$ cat src/rtl/sa_pe_sequencer_if.sv
// Handshake and PE-side bundle for sa_pe_sequencer.
// master: job/operand/result environment (fetch FIFOs, result sink, PE o_c).
// slave : the sequencer itself.
// Optional perf counter signals exist only when SA_PE_SEQ_PERF_CNT_EN is defined.
interface sa_pe_sequencer_if #(
  parameter int IA_W = 16,
  parameter int IB_W = 16,
  parameter int OC_W = 32,
  parameter int K_W  = 16
);
  // job control
  logic            i_start;
  logic [K_W-1:0]  i_k_len;
  logic            o_busy;
  logic            o_done;
  // operand stream
  logic            i_op_valid;
  logic            o_op_ready;
  logic [IA_W-1:0] i_op_a;
  logic [IB_W-1:0] i_op_b;
  // PE connection
  logic [IA_W-1:0] o_pe_a;
  logic [IB_W-1:0] o_pe_b;
  logic            o_pe_reg_clear;
  logic            o_pe_pipeline_en;
  logic [OC_W-1:0] i_pe_c;
  // result stream
  logic            o_res_valid;
  logic            i_res_ready;
  logic [OC_W-1:0] o_res_data;
`ifdef SA_PE_SEQ_PERF_CNT_EN
  logic [31:0]     o_busy_cycles;
  logic [31:0]     o_stall_cycles;
`endif

  modport master (
    output i_start, i_k_len, i_op_valid, i_op_a, i_op_b, i_pe_c, i_res_ready,
`ifdef SA_PE_SEQ_PERF_CNT_EN
    input  o_busy_cycles, o_stall_cycles,
`endif
    input  o_busy, o_done, o_op_ready, o_pe_a, o_pe_b, o_pe_reg_clear,
           o_pe_pipeline_en, o_res_valid, o_res_data
  );

  modport slave (
    input  i_start, i_k_len, i_op_valid, i_op_a, i_op_b, i_pe_c, i_res_ready,
`ifdef SA_PE_SEQ_PERF_CNT_EN
    output o_busy_cycles, o_stall_cycles,
`endif
    output o_busy, o_done, o_op_ready, o_pe_a, o_pe_b, o_pe_reg_clear,
           o_pe_pipeline_en, o_res_valid, o_res_data
  );
endinterface

$ cat src/rtl/sa_pe_sequencer.sv
// Job sequencer for one output-stationary processing element.
// Per job: clear the PE accumulator, stream K operand pairs, flush the PE
// MAC pipeline for PE_LAT cycles, then hand out the accumulated result.
// Define SA_PE_SEQ_PERF_CNT_EN to add busy/stall cycle counters.
module sa_pe_sequencer #(
  parameter int IA_W   = 16,
  parameter int IB_W   = 16,
  parameter int OC_W   = 32,
  parameter int K_W    = 16,
  parameter int PE_LAT = 4
) (
  input logic               i_clk,
  input logic               i_rst,
  sa_pe_sequencer_if.slave  bus
);

  typedef enum logic [2:0] {
    IDLE  = 3'd0,
    CLEAR = 3'd1,
    FEED  = 3'd2,
    FLUSH = 3'd3,
    DRAIN = 3'd4
  } state_t;

  localparam int FL_W = (PE_LAT > 1) ? $clog2(PE_LAT) : 1;
  localparam logic [FL_W-1:0] FLUSH_LAST = FL_W'(PE_LAT - 1);

  state_t            state_reg;
  logic [K_W-1:0]    k_reg;
  logic [K_W-1:0]    cnt_reg;
  logic [FL_W-1:0]   flush_cnt_reg;
  logic              busy_reg;
  logic              done_reg;
  logic              op_ready_reg;
  logic              clear_reg;
  logic              force_en_reg;   // PE enable independent of operands (CLEAR/FLUSH)
  logic              res_valid_reg;
  logic [OC_W-1:0]   res_data_reg;
  logic              op_fire;

  // An operand pair moves only on a real handshake; otherwise the PE is
  // frozen so no zero bubble enters the accumulation.
  assign op_fire = op_ready_reg & bus.i_op_valid;

  // Sequencer FSM with registered control outputs decoded from the next state.
  always_ff @(posedge i_clk or posedge i_rst) begin
    if (i_rst) begin
      state_reg     <= IDLE;
      k_reg         <= '0;
      cnt_reg       <= '0;
      flush_cnt_reg <= '0;
      busy_reg      <= 1'b0;
      done_reg      <= 1'b0;
      op_ready_reg  <= 1'b0;
      clear_reg     <= 1'b0;
      force_en_reg  <= 1'b0;
      res_valid_reg <= 1'b0;
      res_data_reg  <= '0;
    end else begin
      done_reg <= 1'b0;
      case (state_reg)
        IDLE: begin
          if (bus.i_start) begin
            k_reg        <= bus.i_k_len;
            cnt_reg      <= '0;
            busy_reg     <= 1'b1;
            clear_reg    <= 1'b1;
            force_en_reg <= 1'b1;
            state_reg    <= CLEAR;
          end
        end
        CLEAR: begin
          clear_reg     <= 1'b0;
          flush_cnt_reg <= '0;
          if (k_reg == '0) begin
            force_en_reg <= 1'b1;
            state_reg    <= FLUSH;
          end else begin
            force_en_reg <= 1'b0;
            op_ready_reg <= 1'b1;
            state_reg    <= FEED;
          end
        end
        FEED: begin
          if (op_fire) begin
            cnt_reg <= cnt_reg + K_W'(1);
            // k_reg is non-zero here, so k_reg-1 cannot underflow
            if (cnt_reg == k_reg - K_W'(1)) begin
              op_ready_reg  <= 1'b0;
              force_en_reg  <= 1'b1;
              flush_cnt_reg <= '0;
              state_reg     <= FLUSH;
            end
          end
        end
        FLUSH: begin
          if (flush_cnt_reg == FLUSH_LAST) begin
            force_en_reg <= 1'b0;
            state_reg    <= DRAIN;
          end else begin
            flush_cnt_reg <= flush_cnt_reg + FL_W'(1);
          end
        end
        DRAIN: begin
          // First DRAIN cycle captures the settled accumulator; afterwards the
          // result is held until the sink takes it.
          if (!res_valid_reg) begin
            res_data_reg  <= bus.i_pe_c;
            res_valid_reg <= 1'b1;
          end else if (bus.i_res_ready) begin
            res_valid_reg <= 1'b0;
            done_reg      <= 1'b1;
            busy_reg      <= 1'b0;
            state_reg     <= IDLE;
          end
        end
        default: begin
          state_reg    <= IDLE;
          busy_reg     <= 1'b0;
          op_ready_reg <= 1'b0;
          clear_reg    <= 1'b0;
          force_en_reg <= 1'b0;
        end
      endcase
    end
  end

  assign bus.o_busy           = busy_reg;
  assign bus.o_done           = done_reg;
  assign bus.o_op_ready       = op_ready_reg;
  assign bus.o_pe_reg_clear   = clear_reg;
  assign bus.o_pe_pipeline_en = force_en_reg | op_fire;
  assign bus.o_pe_a           = op_fire ? bus.i_op_a : '0;
  assign bus.o_pe_b           = op_fire ? bus.i_op_b : '0;
  assign bus.o_res_valid      = res_valid_reg;
  assign bus.o_res_data       = res_data_reg;

`ifdef SA_PE_SEQ_PERF_CNT_EN
  logic [31:0] busy_cycles_reg;
  logic [31:0] stall_cycles_reg;

  // Saturating busy/stall counters, restarted by each accepted job.
  always_ff @(posedge i_clk or posedge i_rst) begin
    if (i_rst) begin
      busy_cycles_reg  <= '0;
      stall_cycles_reg <= '0;
    end else if (state_reg == IDLE && bus.i_start) begin
      busy_cycles_reg  <= '0;
      stall_cycles_reg <= '0;
    end else begin
      if (busy_reg && busy_cycles_reg != '1)
        busy_cycles_reg <= busy_cycles_reg + 32'd1;
      if (state_reg == FEED && !bus.i_op_valid && stall_cycles_reg != '1)
        stall_cycles_reg <= stall_cycles_reg + 32'd1;
    end
  end

  assign bus.o_busy_cycles  = busy_cycles_reg;
  assign bus.o_stall_cycles = stall_cycles_reg;
`endif

endmodule

$ cat src/flat_wrapper.sv
// flat-port wrapper written by rule: the top's interface ports become plain ports
module sa_pe_sequencer_flat 
#(
  parameter int IA_W   = 16,
  parameter int IB_W   = 16,
  parameter int OC_W   = 32,
  parameter int K_W    = 16,
  parameter int PE_LAT = 4
)
  (i_clk, i_rst, bus_i_start, bus_i_k_len, bus_i_op_valid, bus_i_op_a, bus_i_op_b, bus_i_pe_c, bus_i_res_ready, bus_o_busy, bus_o_done, bus_o_op_ready, bus_o_pe_a, bus_o_pe_b, bus_o_pe_reg_clear, bus_o_pe_pipeline_en, bus_o_res_valid, bus_o_res_data);
  sa_pe_sequencer_if #(.IA_W(IA_W), .IB_W(IB_W), .OC_W(OC_W), .K_W(K_W)) bus_i ();
  input logic i_clk;
  input logic i_rst;
  input wire logic [$bits(bus_i.i_start)-1:0] bus_i_start;
  input wire logic [$bits(bus_i.i_k_len)-1:0] bus_i_k_len;
  input wire logic [$bits(bus_i.i_op_valid)-1:0] bus_i_op_valid;
  input wire logic [$bits(bus_i.i_op_a)-1:0] bus_i_op_a;
  input wire logic [$bits(bus_i.i_op_b)-1:0] bus_i_op_b;
  input wire logic [$bits(bus_i.i_pe_c)-1:0] bus_i_pe_c;
  input wire logic [$bits(bus_i.i_res_ready)-1:0] bus_i_res_ready;
  output wire logic [$bits(bus_i.o_busy)-1:0] bus_o_busy;
  output wire logic [$bits(bus_i.o_done)-1:0] bus_o_done;
  output wire logic [$bits(bus_i.o_op_ready)-1:0] bus_o_op_ready;
  output wire logic [$bits(bus_i.o_pe_a)-1:0] bus_o_pe_a;
  output wire logic [$bits(bus_i.o_pe_b)-1:0] bus_o_pe_b;
  output wire logic [$bits(bus_i.o_pe_reg_clear)-1:0] bus_o_pe_reg_clear;
  output wire logic [$bits(bus_i.o_pe_pipeline_en)-1:0] bus_o_pe_pipeline_en;
  output wire logic [$bits(bus_i.o_res_valid)-1:0] bus_o_res_valid;
  output wire logic [$bits(bus_i.o_res_data)-1:0] bus_o_res_data;
  assign bus_i.i_start = bus_i_start;
  assign bus_i.i_k_len = bus_i_k_len;
  assign bus_i.i_op_valid = bus_i_op_valid;
  assign bus_i.i_op_a = bus_i_op_a;
  assign bus_i.i_op_b = bus_i_op_b;
  assign bus_i.i_pe_c = bus_i_pe_c;
  assign bus_i.i_res_ready = bus_i_res_ready;
  assign bus_o_busy = bus_i.o_busy;
  assign bus_o_done = bus_i.o_done;
  assign bus_o_op_ready = bus_i.o_op_ready;
  assign bus_o_pe_a = bus_i.o_pe_a;
  assign bus_o_pe_b = bus_i.o_pe_b;
  assign bus_o_pe_reg_clear = bus_i.o_pe_reg_clear;
  assign bus_o_pe_pipeline_en = bus_i.o_pe_pipeline_en;
  assign bus_o_res_valid = bus_i.o_res_valid;
  assign bus_o_res_data = bus_i.o_res_data;
  sa_pe_sequencer #(.IA_W(IA_W), .IB_W(IB_W), .OC_W(OC_W), .K_W(K_W), .PE_LAT(PE_LAT)) u_core (.i_clk(i_clk), .i_rst(i_rst), .bus(bus_i));
endmodule
$ cat config.mk
export PLATFORM = sky130hd
export DESIGN_NAME = sa_pe_sequencer_flat
export DESIGN_NICKNAME = d
export VERILOG_FILES = /design/src/rtl/sa_pe_sequencer_if.sv /design/src/rtl/sa_pe_sequencer.sv /design/src/flat_wrapper.sv
export SDC_FILE = /design/constraint.sdc
export NUM_CORES = 1
export LEC_CHECK = 0
export BUFFER_PORTS_ARGS = -buffer_cell sky130_fd_sc_hd__buf_2
export CORE_MARGIN = 2
export CORE_UTILIZATION = 45
export CTS_CLUSTER_DIAMETER = 150
export DETAILED_ROUTE_END_ITERATION = 10
export HOLD_SLACK_MARGIN = 0.08
export MAX_ROUTING_LAYER = met4
export PLACE_DENSITY = 0.73
export SETUP_SLACK_MARGIN = 0.15
export SLEW_MARGIN = 15
export SYNTH_ARGS = -nofsm -noshare
export SYNTH_HDL_FRONTEND = slang
export SYNTH_SLANG_ARGS = --single-unit
$ cat constraint.sdc
create_clock -name i_clk -period 2.7 [get_ports i_clk]
set_input_delay 0.27 -clock i_clk [delete_from_list [all_inputs] [get_ports i_clk]]
set_output_delay 0.27 -clock i_clk [all_outputs]
set_load 0.01 [all_outputs]
* Word level (Yosys, flattened, before mapping)
Cells that the tools add are included.
** Word-level totals
- Register bits after elaboration :: 75
- Output and inout bits :: 70
- Input bits :: 85
** Cells by class
- Bitwise gates (word level) :: 7
- Add/subtract/negate cells :: 3
- Multiplexer cells :: 36
- Reductions and logical operators :: 16
- Equality and inequality tests :: 14
** Operators by type and width (number)
- $mux W16 :: 4
- $pmux W16 S2 :: 1
- $mux W3 :: 6
- $add A16 B1 Y16 const B :: 1
- $eq A16 B16 Y1 :: 1
- $logic_not A16 Y1 :: 1
- $mux W1 :: 16
- $sub A16 B1 Y16 const B :: 1
- $pmux W3 S5 :: 1
- $reduce_and A4 Y1 :: 3
- $reduce_or A3 Y1 :: 3
- $ne A2 B1 Y1 const B :: 4
- $ne A2 B2 Y1 const B :: 4
- $eq A3 B2 Y1 const B :: 2
- $mux W2 :: 3
- $pmux W1 S3 :: 2
- $pmux W2 S3 :: 1
- $reduce_and A2 Y1 :: 3
- $reduce_and A6 Y1 :: 1
- $not A1 Y1 :: 5
- $pmux W1 S5 :: 1
- $reduce_and A5 Y1 :: 1
- $eq A3 B1 Y1 const B :: 1
- $eq A3 B3 Y1 const B :: 1
- other kinds (9) :: 9

* Depth between registers and ports, before layout
Gate-level depths: netlist (run 1).
- Depth after elaboration :: 5
- Gate-level depth with buffers :: 8
- Depth with buffers taken out :: 8

* Worst setup path after synthesis (run 1)
Ideal clock, no wire load.
- Path kind :: register to register
- From :: reg u_core.k_reg[0]
- To :: reg u_core.force_en_reg
- Setup slack :: 255 ps
- Setup time :: 77 ps
- Path buffers :: 0
- Stages on the path, launching flop included :: 9
- Clock period less this slack :: 2445 ps
- Arrival time :: 2367 ps
- Data required time :: 2623 ps
- Cell sequence :: dfrtp_1 > inv_1 > ha_1 > or4b_2 > nor2_1 > a41o_1 > o2111ai_1 > or4b_1 > a21oi_1
** On the way
- Word-level cells in the longest chain between the ends :: 4
- Elaborated cells on any way between the ends :: 7
- Those cells by class :: add/sub: 1; eq/ne: 2; mux: 2; reduce/logical: 2
** RTL lines
- from (decl) :: line sa_pe_sequencer.sv:29 : logic [K_W-1:0] k_reg;
- from (signal assigned) :: line sa_pe_sequencer.sv:64 : k_reg <= bus.i_k_len;
- $sub A16 B1 Y16 :: line sa_pe_sequencer.sv:88 : if (cnt_reg == k_reg - K_W'(1)) begin
- $eq A16 B16 Y1 :: line sa_pe_sequencer.sv:88
- $ne A2 B1 Y1 (no source line)
- $reduce_and A5 Y1 (no source line)
- to (signal assigned) :: line sa_pe_sequencer.sv:79 : force_en_reg <= 1'b0;
- to (signal assigned) :: line sa_pe_sequencer.sv:90 : force_en_reg <= 1'b1;
- to (signal assigned) :: line sa_pe_sequencer.sv:98 : force_en_reg <= 1'b0;
- to (decl) :: line sa_pe_sequencer.sv:36 : logic force_en_reg;
Several ways; a longest one is shown, not always the timed one.
A chain may end at the register's enable or synchronous reset.

* Worst setup path in the final report (run 1)
- From :: reg u_core.k_reg[11]
- To :: reg u_core.force_en_reg
The elaborated chain is that of the path after synthesis.

==> flow_summary.html, run 1 <==
<table>
<tr><th>Metric</th><th>Value</th></tr>
<tr><th colspan="2">Yosys</th></tr>
<tr><td>Combinational family with the most area after synthesis</td><td>simple AND/OR/NAND/NOR gates</td></tr>
<tr><td>Synth Area per Inst</td><td>10.80 um^2</td></tr>
<tr><td>Post-synthesis compound-gate area fraction</td><td>7.376%</td></tr>
<tr><td>Yosys warning count</td><td>0</td></tr>
<tr><td>Post-synth ARST share</td><td>100.0%</td></tr>
<tr><td>Synth Net Count</td><td>446</td></tr>
<tr><td>Synthesized-area fraction occupied by and/or/nand/nor cells</td><td>19.64%</td></tr>
<tr><td>Seq cells post-synth</td><td>75</td></tr>
<tr><td>Count of flip-flops with a built-in enable after synthesis</td><td>0</td></tr>
<tr><td>Sequential element share of the synthesized area</td><td>48.53%</td></tr>
<tr><td>Proportion of synthesized area in mux cells</td><td>13.36%</td></tr>
<tr><td>Fraction of the mapped netlist area in adder cells</td><td>0.9706%</td></tr>
<tr><td>Count of mapped cells out of synthesis</td><td>358</td></tr>
<tr><td>Cell area after technology mapping</td><td>0.003867 mm^2</td></tr>
<tr><td>Post-synth top area share</td><td>48.53%</td></tr>
<tr><td>Top-count cell post-synth</td><td>sky130_fd_sc_hd__dfrtp_1</td></tr>
<tr><td>Flip-flop cell with the highest count after synthesis</td><td>sky130_fd_sc_hd__dfrtp_1</td></tr>
<tr><td>Synth unique cells</td><td>51</td></tr>
<tr><td>Cell type with the largest total area after synthesis</td><td>sky130_fd_sc_hd__dfrtp_1</td></tr>
<tr><td>Most common library cells after synthesis</td><td>sky130_fd_sc_hd__dfrtp_1 (75), sky130_fd_sc_hd__mux2_2 (45), sky130_fd_sc_hd__and3_1 (33)</td></tr>
<tr><td>Top cells by area, synth</td><td>sky130_fd_sc_hd__dfrtp_1 (49%), sky130_fd_sc_hd__mux2_2 (13%), sky130_fd_sc_hd__and3_1 (5.3%), sky130_fd_sc_hd__xnor2_1 (5.0%), sky130_fd_sc_hd__xor2_1 (2.7%)</td></tr>
<tr><td>Post-synthesis xor/xnor area fraction</td><td>7.700%</td></tr>
<tr><th colspan="2">Routing</th></tr>
<tr><td>Wire length reported by the detailed router</td><td>9.378 mm</td></tr>
<tr><td>Wirelength per Cell</td><td>14.77 um</td></tr>
<tr><td>TritonRoute pass-1 iters</td><td>4</td></tr>
<tr><td>Antenna violation net count after detailed routing</td><td>0</td></tr>
<tr><td>Via density</td><td>5.288</td></tr>
<tr><td>Detailed-route via count</td><td>3358</td></tr>
<tr><td># DRC</td><td>0</td></tr>
<tr><td>Drt initial violations</td><td>164</td></tr>
<tr><th colspan="2">Run status</th></tr>
<tr><td>Result of the run</td><td>finished, final reports clean</td></tr>
<tr><th colspan="2">Clocking</th></tr>
<tr><td># clock sinks</td><td>75</td></tr>
<tr><td>Root buffer selected by CTS</td><td>sky130_fd_sc_hd__clkbuf_8</td></tr>
<tr><td>TritonCTS clock tree</td><td>done</td></tr>
<tr><td>H-Tree Level Count</td><td>3</td></tr>
<tr><td>Clk pin slew, worst setup/hold paths</td><td>0.09 ns</td></tr>
<tr><td>TritonCTS buffer count</td><td>9</td></tr>
<tr><td>Worst-Skew Late Latency</td><td>0.35 ns</td></tr>
<tr><td>Maximum buffer depth of the clock tree</td><td>2</td></tr>
<tr><th colspan="2">Setup path</th></tr>
<tr><td>WP data arrival</td><td>2.84 ns</td></tr>
<tr><td>Kind of end point of the critical path</td><td>register</td></tr>
<tr><td>Launching element type of the critical path</td><td>register</td></tr>
<tr><td>Worst-path fanout max</td><td>4</td></tr>
<tr><td>Worst path required time</td><td>2.98 ns</td></tr>
<tr><td>Crit path kind</td><td>register to register</td></tr>
<tr><th colspan="2">Placement</th></tr>
<tr><td>Global placer's final weighted congestion</td><td>0.8741</td></tr>
<tr><td>Number of port buffers</td><td>154</td></tr>
<tr><td>Sum of net half-perimeters after detailed placement</td><td>7.176 mm</td></tr>
<tr><th colspan="2">Floorplanning</th></tr>
<tr><td>Vertical die dimension</td><td>96.71 um</td></tr>
<tr><td>Core Footprint</td><td>0.008258 mm^2</td></tr>
<tr><td>DIE WIDTH</td><td>96.71 um</td></tr>
<tr><td>Cell row count</td><td>33</td></tr>
<tr><td>DIE AREA</td><td>0.009352 mm^2</td></tr>
<tr><td>Ports placed on the boundary</td><td>155</td></tr>
<tr><td>Effective utilization at floorplan</td><td>46.83%</td></tr>
<tr><th colspan="2">Timing</th></tr>
<tr><td>Max Fclk</td><td>391.9 MHz</td></tr>
<tr><td>RSZ-0062 raised after global routing</td><td>true</td></tr>
<tr><td>Setup clock skew after layout</td><td>0.01108 ns</td></tr>
<tr><td>Final count of hold timing violations</td><td>0</td></tr>
<tr><td>Clock period minus worst slack</td><td>2.552 ns</td></tr>
<tr><td>Setup tns final</td><td>0 ns</td></tr>
<tr><td>Final period utilization</td><td>94.51%</td></tr>
<tr><td>Count of pins over their slew limit</td><td>0</td></tr>
<tr><td>Setup violators final</td><td>0</td></tr>
<tr><td>Transition at the pin with the smallest max-transition slack</td><td>0.7440 ns</td></tr>
<tr><td>Worst-case headroom to the max-slew limit</td><td>50.32%</td></tr>
<tr><td>Worst hold slack across all endpoints</td><td>0.1292 ns</td></tr>
<tr><th colspan="2">Global routing</th></tr>
<tr><td>Largest net degree at the start of global routing</td><td>43</td></tr>
<tr><td>Overall overflow remaining after global route</td><td>0</td></tr>
<tr><td>Number of global-route vias before repair</td><td>3391</td></tr>
<tr><td>Global-route wire length before repair</td><td>15.88 mm</td></tr>
<tr><td>Global-route usage over all layers</td><td>21.14%</td></tr>
<tr><td>Number of antenna violations at the first check in global routing</td><td>0</td></tr>
<tr><th colspan="2">Pwr</th></tr>
<tr><td>Peak supply drop</td><td>0.4012 mV</td></tr>
<tr><td>Power density normalized to cell area</td><td>808.7 mW/mm^2</td></tr>
<tr><td>Leakage power of the design</td><td>2.690 nW</td></tr>
<tr><th colspan="2">Cells and area</th></tr>
<tr><td>Diode insertion count for antenna repair</td><td>0</td></tr>
<tr><td>Fraction of layout instances using a drive strength above 1</td><td>46.60%</td></tr>
<tr><td># nets final</td><td>613</td></tr>
<tr><td>Max FFs per register</td><td>32</td></tr>
<tr><td>Relative area change from synthesis to final layout</td><td>31.51%</td></tr>
<tr><th colspan="2">Job</th></tr>
<tr><td>Maximum capacitance violations</td><td>0</td></tr>
<tr><th colspan="2">Min path</th></tr>
<tr><td>Hold/Removal Path Class</td><td>primary input to register</td></tr>
</table>
critical path, stage by stage (launching register included):
cell and delay [ns]:
sky130_fd_sc_hd__dfrtp_1 0.42, sky130_fd_sc_hd__or4_4 0.56, sky130_fd_sc_hd__or3_4 0.39, sky130_fd_sc_hd__a211oi_4 0.21, sky130_fd_sc_hd__o2111ai_2 0.19, sky130_fd_sc_hd__or4b_1 0.57, sky130_fd_sc_hd__a21oi_1 0.14
cell usage in the layout (no fill, tap or decap), types with 9 or more instances in the layout:
cell                       instances
sky130_fd_sc_hd__dfrtp_1          75
sky130_fd_sc_hd__clkbuf_8          9
sky130_fd_sc_hd__mux2_2           45
sky130_fd_sc_hd__o21ai_0          15
sky130_fd_sc_hd__nand2_1          20
sky130_fd_sc_hd__buf_4            16
sky130_fd_sc_hd__and3_1           33
sky130_fd_sc_hd__xor2_1           12
sky130_fd_sc_hd__a21oi_1           9
sky130_fd_sc_hd__buf_2           154
sky130_fd_sc_hd__xnor2_1          22
sky130_fd_sc_hd__nor2_1           23
layout make-up:
cell class	count	area, um^2
fillers	697	3172
multi-input cells	258	1941
flip-flops and latches	75	1877
repair buffers	172	920.9
well taps	105	131.4
clock buffers	9	123.9
clock inverters	7	58.81
inverters	9	33.78
timing repair:
| action | 4_1_cts | 5_1_grt |
|---|---|---|
| hold buffers | 1 | 0 |
| setup buffers | 1 | 6 |
| gates cloned | 0 | 0 |
| endpoints found under the setup margin | 5 | 5 |
| hold endpoints to repair | 33 | 0 |
| pin swaps | 0 | 6 |
| gates resized for setup | 2 | 7 |
power breakdown:
part	internal (mW)	switching, mW	total [mW]
registers	1.35	0.313	1.67
clock network	0.349	0.455	0.805
logic	0.828	0.814	1.64
cell families (layout without fill, tap and decap cells):
| kind of cell | after synthesis | after routing |
|---|---|---|
| simple gates | 132 | 132 |
| flops | 75 | 75 |
| buf+inv | 25 | 197 |
| fa+ha+maj | 3 | 3 |
| mux | 46 | 46 |
| compound gates | 43 | 43 |
| xor+xnor | 34 | 34 |
per-stage QoR:
step                std cells  cell area (um^2)  setup slack, ns  util (%)  power [mW]
floorplan                 358              3867           0.2554         -       2.708
global placement          611              4800           0.1357     58.12       3.144
detailed placement        611              4800          0.08375     58.12       3.199
CTS                       629              5005           0.1536     60.61       4.033
global route              635              5086          0.06644     61.59       4.405
finish                    635              5086           0.1481     61.59       4.113
routing by layer:
layer,track usage (%),share of wire (%)
met2,34.29,50
met5,-,0
met3,4.046,6.7
met4,8.667,1.4
met1,26.11,42
path summary, 6_finish.rpt:
path	end	slack, ns	from	cells after the start
max in group asynchronous	u_core.bus.o_res_data[7]$_DFFE_PP0P_	1.41	i_rst	4
hold / removal	u_core.k_reg[0]$_DFFE_PP0P_	0.13	bus_i_k_len[0]	3
hold reg to reg	u_core.bus.o_res_data[19]$_DFFE_PP0P_	0.51	u_core.bus.o_res_data[19]$_DFFE_PP0P_	1
setup / recovery	u_core.force_en_reg$_DFFE_PP0P_	0.15	u_core.k_reg[11]$_DFFE_PP0P_	6
min in group asynchronous	u_core.bus.o_res_data[2]$_DFFE_PP0P_	0.60	i_rst	3
setup reg to reg	u_core.force_en_reg$_DFFE_PP0P_	0.15	u_core.k_reg[11]$_DFFE_PP0P_	6
Note: power is estimated with default switching activity, not from simulation.
==> inputs of run 2 (changes only) <==
==> constraint.sdc (replaced) <==
create_clock -name i_clk -period 2.9 [get_ports i_clk]
set_input_delay 0.29 -clock i_clk [delete_from_list [all_inputs] [get_ports i_clk]]
set_output_delay 0.29 -clock i_clk [all_outputs]
set_load 0.01 [all_outputs]
==> flow_summary.html, run 2 (synthesized netlist as in run 1, its figures left out) <==
<table>
<tr><th>Metric</th><th>Value</th></tr>
<tr><th colspan="2">Placement</th></tr>
<tr><td>Cells after DPL</td><td>610</td></tr>
<tr><td>Number of port buffers</td><td>154</td></tr>
<tr><td>Sum of net half-perimeters after detailed placement</td><td>7.366 mm</td></tr>
<tr><td>Global placer's final weighted congestion</td><td>0.8940</td></tr>
<tr><td>Placement-stage worst setup slack</td><td>0.2379 ns</td></tr>
<tr><td>Post-placement cell area</td><td>0.004780 mm^2</td></tr>
<tr><th colspan="2">Clocking</th></tr>
<tr><td>Root buffer selected by CTS</td><td>sky130_fd_sc_hd__clkbuf_8</td></tr>
<tr><td># clock sinks</td><td>75</td></tr>
<tr><td>TritonCTS clock tree</td><td>done</td></tr>
<tr><td>Maximum buffer depth of the clock tree</td><td>2</td></tr>
<tr><td>Clk pin slew, worst setup/hold paths</td><td>0.09 ns</td></tr>
<tr><td>TritonCTS buffer count</td><td>9</td></tr>
<tr><td>Worst-Skew Late Latency</td><td>0.36 ns</td></tr>
<tr><td>H-Tree Level Count</td><td>3</td></tr>
<tr><th colspan="2">Min path</th></tr>
<tr><td>Endpoint of the worst hold path</td><td>u_core.k_reg[0]$_DFFE_PP0P_</td></tr>
<tr><td>Startpoint of the lowest-slack hold path</td><td>bus_i_k_len[0]</td></tr>
<tr><td>Hold/Removal Path Class</td><td>primary input to register</td></tr>
<tr><td>Worst hold path depth</td><td>3</td></tr>
<tr><th colspan="2">Timing</th></tr>
<tr><td>Clock period minus worst slack</td><td>2.552 ns</td></tr>
<tr><td>Count of pins over their slew limit</td><td>0</td></tr>
<tr><td>RSZ-0062 raised after global routing</td><td>false</td></tr>
<tr><td>Min setup slack post-route</td><td>0.3481 ns</td></tr>
<tr><td>Setup violators final</td><td>0</td></tr>
<tr><td>Final period utilization</td><td>88.00%</td></tr>
<tr><td>Setup tns final</td><td>0 ns</td></tr>
<tr><td>Final count of hold timing violations</td><td>0</td></tr>
<tr><td>Setup clock skew after layout</td><td>0.01034 ns</td></tr>
<tr><td>Transition at the pin with the smallest max-transition slack</td><td>0.6657 ns</td></tr>
<tr><td>Max Fclk</td><td>391.9 MHz</td></tr>
<tr><td>Worst-case headroom to the max-slew limit</td><td>55.42%</td></tr>
<tr><th colspan="2">Routing</th></tr>
<tr><td>Wirelength per Cell</td><td>14.93 um</td></tr>
<tr><td>TritonRoute pass-1 iters</td><td>4</td></tr>
<tr><td>Via density</td><td>5.308</td></tr>
<tr><td>Antenna violation net count after detailed routing</td><td>0</td></tr>
<tr><td>Detailed-route via count</td><td>3328</td></tr>
<tr><td># DRC</td><td>0</td></tr>
<tr><td>Drt initial violations</td><td>214</td></tr>
<tr><td>Wire length reported by the detailed router</td><td>9.358 mm</td></tr>
<tr><th colspan="2">Setup path</th></tr>
<tr><td>Reg2reg end</td><td>u_core.force_en_reg$_DFFE_PP0P_</td></tr>
<tr><td>Worst path required time</td><td>3.18 ns</td></tr>
<tr><td>Cell chain of the critical path</td><td>nor4_1 -&gt; nand3b_1 -&gt; o21ai_0 -&gt; or3b_2 -&gt; or4b_1 -&gt; a21oi_1</td></tr>
<tr><td>Worst-path fanout max</td><td>5</td></tr>
<tr><td>Worst-path cell with the longest stage delay</td><td>sky130_fd_sc_hd__nor4_1</td></tr>
<tr><td>Launching element type of the critical path</td><td>register</td></tr>
<tr><td>WP data arrival</td><td>2.84 ns</td></tr>
<tr><td>Crit path kind</td><td>register to register</td></tr>
<tr><td>Cell family with the largest share of critical-path delay</td><td>simple AND/OR/NAND/NOR gates</td></tr>
<tr><td>Worst-case register-to-register setup slack</td><td>0.35 ns</td></tr>
<tr><td>Buffer and inverter count on the worst path</td><td>0</td></tr>
<tr><td>Kind of end point of the critical path</td><td>register</td></tr>
<tr><td>Start point of the critical path</td><td>u_core.k_reg[8]$_DFFE_PP0P_</td></tr>
<tr><td>Critical register-to-register path startpoint</td><td>u_core.k_reg[8]$_DFFE_PP0P_</td></tr>
<tr><td>Maximum cell stage delay along the critical path</td><td>0.53 ns</td></tr>
<tr><td>Worst Reg2Reg Path Length in Cells</td><td>6</td></tr>
<tr><th colspan="2">Cells and area</th></tr>
<tr><td>Fraction of layout instances using a drive strength above 1</td><td>45.40%</td></tr>
<tr><td>Commonest non-fill, non-tap cells in the layout</td><td>sky130_fd_sc_hd__buf_2 (154), sky130_fd_sc_hd__dfrtp_1 (75), sky130_fd_sc_hd__mux2_2 (45), sky130_fd_sc_hd__and3_1 (33), sky130_fd_sc_hd__nor2_1 (23)</td></tr>
<tr><td>Post-route standard cell area excluding fillers</td><td>0.005032 mm^2</td></tr>
<tr><td>Max FFs per register</td><td>32</td></tr>
<tr><td>Diode insertion count for antenna repair</td><td>0</td></tr>
<tr><td>FILL cells</td><td>730</td></tr>
<tr><td># nets final</td><td>605</td></tr>
<tr><td>Most frequent standard cell in the layout excluding fill and tap cells</td><td>sky130_fd_sc_hd__buf_2</td></tr>
<tr><td>Relative area change from synthesis to final layout</td><td>30.12%</td></tr>
<tr><td>Count of non-filler cells in the finished layout</td><td>627</td></tr>
<tr><th colspan="2">Pwr</th></tr>
<tr><td>Cell-internal power</td><td>2.452 mW</td></tr>
<tr><td>Power density normalized to cell area</td><td>769.6 mW/mm^2</td></tr>
<tr><td>Switching Fraction</td><td>36.68%</td></tr>
<tr><td>Power dissipated by switching net loads</td><td>1.421 mW</td></tr>
<tr><td>Clock power frac</td><td>23.9%</td></tr>
<tr><td>Peak supply drop</td><td>0.3440 mV</td></tr>
<tr><td>Portion of total power attributed to combinational logic</td><td>35.9%</td></tr>
<tr><td>Leakage power of the design</td><td>2.653 nW</td></tr>
<tr><td>Seq pwr share</td><td>40.2%</td></tr>
<tr><th colspan="2">Floorplanning</th></tr>
<tr><td>DIE AREA</td><td>0.009352 mm^2</td></tr>
<tr><td>Ports placed on the boundary</td><td>155</td></tr>
<tr><td>Core Footprint</td><td>0.008258 mm^2</td></tr>
<tr><td>Vertical die dimension</td><td>96.71 um</td></tr>
<tr><td>Effective utilization at floorplan</td><td>46.83%</td></tr>
<tr><td>DIE WIDTH</td><td>96.71 um</td></tr>
<tr><td>Cell row count</td><td>33</td></tr>
<tr><th colspan="2">Global routing</th></tr>
<tr><td>Number of global-route vias before repair</td><td>3353</td></tr>
<tr><td>Number of antenna violations at the first check in global routing</td><td>0</td></tr>
<tr><td>Global-route wire length before repair</td><td>15.83 mm</td></tr>
<tr><td>Largest net degree at the start of global routing</td><td>36</td></tr>
<tr><td>Overall overflow remaining after global route</td><td>0</td></tr>
<tr><td>Global-route usage over all layers</td><td>21.28%</td></tr>
<tr><th colspan="2">Run status</th></tr>
<tr><td>Result of the run</td><td>finished, final reports clean</td></tr>
<tr><th colspan="2">Job</th></tr>
<tr><td>Maximum capacitance violations</td><td>0</td></tr>
</table>
run 2: layout make-up:
type                            instances  area [um^2]  area share, %
Multi-Input combinational cell        258         1913          38.02
Sequential cell                        75         1877          37.29
Timing Repair Buffer                  164        848.3          16.86
Tap cell                              105        131.4          2.611
Clock buffer                            9        123.9          2.461
Clock inverter                          7        105.1          2.089
Inverter                                9        33.78         0.6713
run 2: power groups by stage:
stage,sequential [mW],combinational [mW],clock (mW)
after CTS,1.55,1.39,0.944
after floorplan,1.50,1.02,0
final,1.56,1.39,0.925
after detailed placement,1.57,1.38,0
after global routing,1.60,1.55,0.994
after global placement,1.55,1.34,0
run 2: tightest hold or removal path, cell delays in order:
cell and delay, ns:
sky130_fd_sc_hd__buf_2 0.07, sky130_fd_sc_hd__nand2_1 0.04, sky130_fd_sc_hd__o21ai_0 0.06
run 2: how the worst max path moves through the flow:
stage / endpoint / depth (start not counted)
2_1_floorplan: u_core.force_en_reg$_DFFE_PP0P_ / 8
3_3_place_gp: u_core.force_en_reg$_DFFE_PP0P_ / 8
3_5_place_dp: u_core.force_en_reg$_DFFE_PP0P_ / 8
4_1_cts: u_core.force_en_reg$_DFFE_PP0P_ / 8
5_1_grt: u_core.force_en_reg$_DFFE_PP0P_ / 6
6_report: u_core.force_en_reg$_DFFE_PP0P_ / 6
run 2: routing by layer:
layer / vias up / routed length (um) / global-route usage, %
met5: - / 0 / -
met4: 0 / 148 / 7.151
met3: 14 / 597 / 4.697
met2: 131 / 4794 / 36.11
met1: 1585 / 3817 / 25.17
li1: 1598 / - / -
run 2: metrics by stage:
stage	utilization (%)	hold WS [ns]	power [mW]
6_report	60.94	0.1330	3.873
5_1_grt	60.94	0.1386	4.144
3_5_place_dp	57.88	0.4141	2.948
3_3_place_gp	57.88	0.4172	2.896
4_1_cts	60.77	0.1306	3.885
2_1_floorplan	-	0.4068	2.521
run 2: repair_timing:
action	in CTS	in global routing
resized for setup	0	4
hold buffers	1	0
setup buffers	0	0
endpoints found under the setup margin	0	5
endpoints found under the hold margin	30	0
